`config.mk`:
```
export PLATFORM = sky130hd
export DESIGN_NAME = fetch_unit
export DESIGN_NICKNAME = d
export VERILOG_FILES = /design/src/rtl/fetch_unit.sv
export SDC_FILE = /design/constraint.sdc
export NUM_CORES = 1
export LEC_CHECK = 0
export CORE_MARGIN = 1.5
export CORE_UTILIZATION = 45
export CTS_CLUSTER_DIAMETER = 150
export DETAILED_ROUTE_END_ITERATION = 16
export PLACE_DENSITY = 0.84
export SYNTH_ARGS = -nofsm -noshare
export SYNTH_HDL_FRONTEND = slang
export SYNTH_SLANG_ARGS = --single-unit
```
`constraint.sdc`:
```
create_clock -name clk -period 3.6 [get_ports clk]
set_input_delay 0.72 -clock clk [delete_from_list [all_inputs] [get_ports clk]]
set_output_delay 0.72 -clock clk [all_outputs]
set_load 0.005 [all_outputs]
```
`src/rtl/fetch_unit.sv`:
```
// Instruction-fetch stage: owns the PC, drives the instruction memory address and fills IF/ID.
// Optional FETCH_STATS_EN adds fetched/stall/redirect event counters.
//
// state | meaning
// BOOT  | first cycle after reset; memory's latched address untrusted, re-issue it
// RUN   | one word per cycle, honouring stall and redirect
module fetch_unit #(
  parameter logic [31:0] RESET_PC = 32'h0000_0000
) (
  input  logic        clk,
  input  logic        rst,
  input  logic        stall,
  input  logic        redirect,
  input  logic [31:0] redirect_pc,
  output logic [31:0] r_addr,
  input  logic [31:0] ins,
  output logic        if_valid,
  output logic [31:0] if_pc,
  output logic [31:0] if_ins
`ifdef FETCH_STATS_EN
  ,
  output logic [31:0] stat_fetched,
  output logic [31:0] stat_stalls,
  output logic [31:0] stat_redirects
`endif
);

  typedef enum logic {BOOT, RUN} state_t;

  state_t      state;
  logic [31:0] fetch_pc;
  logic [31:0] next_pc;

  always_comb begin
    if (state == BOOT)
      next_pc = fetch_pc;
    else if (redirect)
      next_pc = redirect_pc & 32'hFFFF_FFFC;
    else if (stall)
      next_pc = fetch_pc;
    else
      next_pc = fetch_pc + 32'd4;
  end

  assign r_addr = {2'b00, next_pc[31:2]};

  always_ff @(posedge clk or posedge rst) begin
    if (rst) begin
      state    <= BOOT;
      fetch_pc <= RESET_PC;
      if_valid <= 1'b0;
      if_pc    <= 32'd0;
      if_ins   <= 32'd0;
    end else begin
      fetch_pc <= next_pc;
      case (state)
        BOOT: state <= RUN;
        RUN: begin
          // redirect kills the wrong-path word already in flight from memory
          if (redirect) begin
            if_valid <= 1'b0;
          end else if (!stall) begin
            if_valid <= 1'b1;
            if_pc    <= fetch_pc;
            if_ins   <= ins;
          end
        end
        default: state <= BOOT;
      endcase
    end
  end

`ifdef FETCH_STATS_EN
  always_ff @(posedge clk or posedge rst) begin
    if (rst) begin
      stat_fetched   <= 32'd0;
      stat_stalls    <= 32'd0;
      stat_redirects <= 32'd0;
    end else if (state == RUN) begin
      if (redirect)
        stat_redirects <= stat_redirects + 32'd1;
      else if (stall)
        stat_stalls <= stat_stalls + 32'd1;
      else
        stat_fetched <= stat_fetched + 32'd1;
    end
  end
`endif

endmodule

```
==> key figures, run 1 <==
Clocking
  – Post-CTS Hold Fix Bufs: 0
  – Clk buf depth: 2
  – CTS tree: yes
  – CTS Sinks: between 90 and 100
  – Clock-pin slew on the worst setup and hold paths: about 0.10 ns
  – Clock root buffer: clkbuf_8
  – CTS buffer count: 9
  – H-tree levels: 3
  – Worst skew pair latency: 0.36 ns

STA
  – RSZ-0062 raised after global routing: true
  – Setup TNS Final: 0 ns
  – Hold slack: around 0.49 ns
  – Post-layout min period: about 3.6 ns
  – Worst slew pin tran: between 0.9 and 1 ns
  – Final Hold Fails: 0
  – Fin worst setup slack: 0.0430 ns
  – Slew margin rel.: 0.352
  – Post-route clock period utilization: 0.988
  – Slew Limit Fails: 0
  – Clock Skews: 0.0131 ns
  – Endpoints failing setup: 0
  – Fmax: ~280 MHz

Place
  – RePlAce Congestion: around 0.8
  – Placement-stage cell area: 0.00634 sq mm
  – Post-DP HPWL: 8.49 mm
  – Worst slack, placed: -0.166 ns
  – Placed instance count: roughly 680
  – PortBufs: 160

Power and ir drop
  – Leak: between 2 and 3 nW
  – Pwr Total: about 3.2 mW
  – Worst VDD drop: approximately 0.26 mV
  – Pwr Density: 470 mW/mm^2

Routing
  – Vias: about 3800
  – DR WL/cell: about 17 um
  – DRT iter0 DRCs: 170
  – Antenna-violating nets left: 0
  – DRT Pass-1 Iters: 5
  – Wirelength, routed: about 12 mm
  – # DRC: 0
  – Via density: about 5.4

Synthesis
  – Cell count after synthesis: 390
  – Sequential-to-total area share from yosys stat: 0.535
  – Post-synth EDFFs: 0
  – Synth area leader: dfrtp_1
  – Number of synthesis warnings: 0
  – Mean area per synthesized cell: around 12 sq um
  – Synth top area cells: dfrtp_1 54%, mux2_2 16%, a21oi_1 3.3%, mux2i_1 3.3%, nand2_1 2.6%
  – Synth unique cells: 43
  – Post-synth top area share: 0.535
  – Synth Flop Type: dfrtp_1
  – FFs w/ async S/R, synth: 1.00
  – Yosys reg bits: 98
  – Syn Std Cell Area: roughly 0.0046 sq mm

Cells and area
  – Fin nets: approximately 630
  – FILL cells: between 700 and 800
  – Most frequent cells in the layout: 143 x clkdlybuf4s50_1, 97 x dfrtp_1, 64 x mux2_2
  – Proportion of layout cells with a drive suffix above 1: 0.235
  – Area growth, synth to finish: 46.3%
  – Design area: between 0.006 and 0.007 sq mm
  – Cell Count, Final, Fillers Out: 700
  – # diodes: 0
  – Most common cell after layout, fill and taps aside: clkdlybuf4s50_1
  – Util after Layout: 0.683

Floorplanning
  – Horiz. Die Dim: slightly above 100 um
  – Cell row count: 36
  – Height of the die: 104 um
  – Die footprint: approximately 0.011 sq mm
  – Initial Util: 0.467
  – Core box area: 0.00982 sq mm
  – I/O Pins: 165

Global routing
  – GR Overflow Total: 0
  – Total track usage: 0.226
  – Largest net degree at the start of global routing: 80
  – Initial antenna violation count: 0
  – Vias in the first global route: just over 4000
  – First-pass GRT wire length: between 15 and 20 mm

Setup path
  – Setup crit start kind: input pin
  – Reg2Reg Depth: 8
  – Req. time, crit path: about 2.9 ns
  – Critical Setup Path Class: in2out
  – CP max FO: 6
  – Nature of the critical path endpoint: output pin
  – Arrival @ worst endpoint: 2.84 ns

Worst hold path
  – Hold path cells: 1
  – Worst min path class: reg2reg

Outcome
  – Status: complete, no violations

Flow run
  – Maxcap violations: 0
[cells in the mapped netlist (all sizes together), types with 4 or more instances]
master,number
buf,12
and2,4
nor2b,7
nand2,32
or4,4
nor3,6
nand3,12
a21oi,30
clkbuf,14
nor2,12
nor4,6
nand4,8
mux2,64
a22o,8
o21ai,11
mux2i,15
inv,8
o31ai,4
dfrtp,98
o22ai,15
[area by class of cell]
cell class | instances | area, sq um | area share
Timing Repair Buffer | 188 | 1840 | 0.274
Clock buffer | 9 | 124 | 0.0185
Inverter | 8 | 32.5 | 0.00485
Sequential cell | 98 | 2450 | 0.366
Tap cell | 133 | 166 | 0.0248
Clock inverter | 7 | 85.1 | 0.0127
Multi-Input combinational cell | 257 | 2000 | 0.299
[registers in the layout (all words and copies together), names as in the netlist]
register,count
fetch_pc,32
if_ins,32
if_pc,32
if_valid,1
state,1
[routing by layer]
| metal | share of wire | routed length [um] | vias up | track usage |
|---|---|---|---|---|
| li1 | - | - | 1754 | - |
| met1 | 0.40 | 4810 | 1853 | 0.262 |
| met2 | 0.52 | 6290 | 145 | 0.396 |
| met3 | 0.055 | 669 | 27 | 0.0508 |
| met4 | 0.026 | 314 | 0 | 0.109 |
| met5 | 0 | 0 | - | 0 |
[power by group]
part / switching (mW) / internal, mW
clock network: 0.410 / 0.335
registers: 0.164 / 1.31
logic: 0.323 / 0.612
[worst paths after layout]
| path | slack, ns | start | endpoint |
|---|---|---|---|
| worst max-delay path | 0.04 | stall | r_addr[9] |
| min in group asynchronous | 0.94 | rst | if_ins[6] |
| worst max register to register | 1.23 | fetch_pc[12] | fetch_pc[20] |
| max in group asynchronous | 1.91 | rst | if_pc[12] |
| worst min register to register | 0.49 | fetch_pc[0] | fetch_pc[0] |
| worst min-delay path | 0.49 | fetch_pc[0] | fetch_pc[0] |
[critical path, stage by stage]
cell             delay, ns
clkdlybuf4s50_1       0.44
nand4b_1              0.20
buf_4                 0.18
nor3_2                0.10
buf_4                 0.18
nand3_1               0.10
o31ai_1               0.22
a22o_1                0.20
clkdlybuf4s50_1       0.51
[logic make-up (layout without fill, tap and decap cells)]
kind of cell / count (synthesis) / after routing / synth area share
flip-flops: 98 / 98 / 0.535
adder cells (fa/ha/maj): 1 / 1 / 0.00273
AO/OA/AOI/OAI: 75 / 75 / 0.100
buffers and inverters: 36 / 212 / 0.0494
multiplexers: 79 / 79 / 0.190
other: 2 / 3 / 0.00164
AND/OR/NAND/NOR: 99 / 99 / 0.121
[repair_timing]
| item | CTS | global route |
|---|---|---|
| pin swaps | 5 | 7 |
| resized for setup | 21 | 17 |
| setup buffers | 4 | 2 |
| setup endpoints to repair | 15 | 14 |
(Power assumes the default switching activity.)
==> run 2: changes to the inputs <==
--- a/config.mk
+++ b/config.mk
@@ -9,6 +9,7 @@
 export CORE_UTILIZATION = 45
 export CTS_CLUSTER_DIAMETER = 150
 export DETAILED_ROUTE_END_ITERATION = 16
+export HOLD_SLACK_MARGIN = 0.15
 export PLACE_DENSITY = 0.84
 export SYNTH_ARGS = -nofsm -noshare
 export SYNTH_HDL_FRONTEND = slang
==> results of run 2 <==
Final layout, timing and power as in run 1 (identical DEF).
==> run 3: changes to the inputs <==
--- a/config.mk
+++ b/config.mk
@@ -9,7 +9,6 @@
 export CORE_UTILIZATION = 45
 export CTS_CLUSTER_DIAMETER = 150
 export DETAILED_ROUTE_END_ITERATION = 16
-export HOLD_SLACK_MARGIN = 0.15
 export PLACE_DENSITY = 0.84
 export SYNTH_ARGS = -nofsm -noshare
 export SYNTH_HDL_FRONTEND = slang
==> results of run 3 <==
Final layout, timing and power as in run 1 (identical DEF).
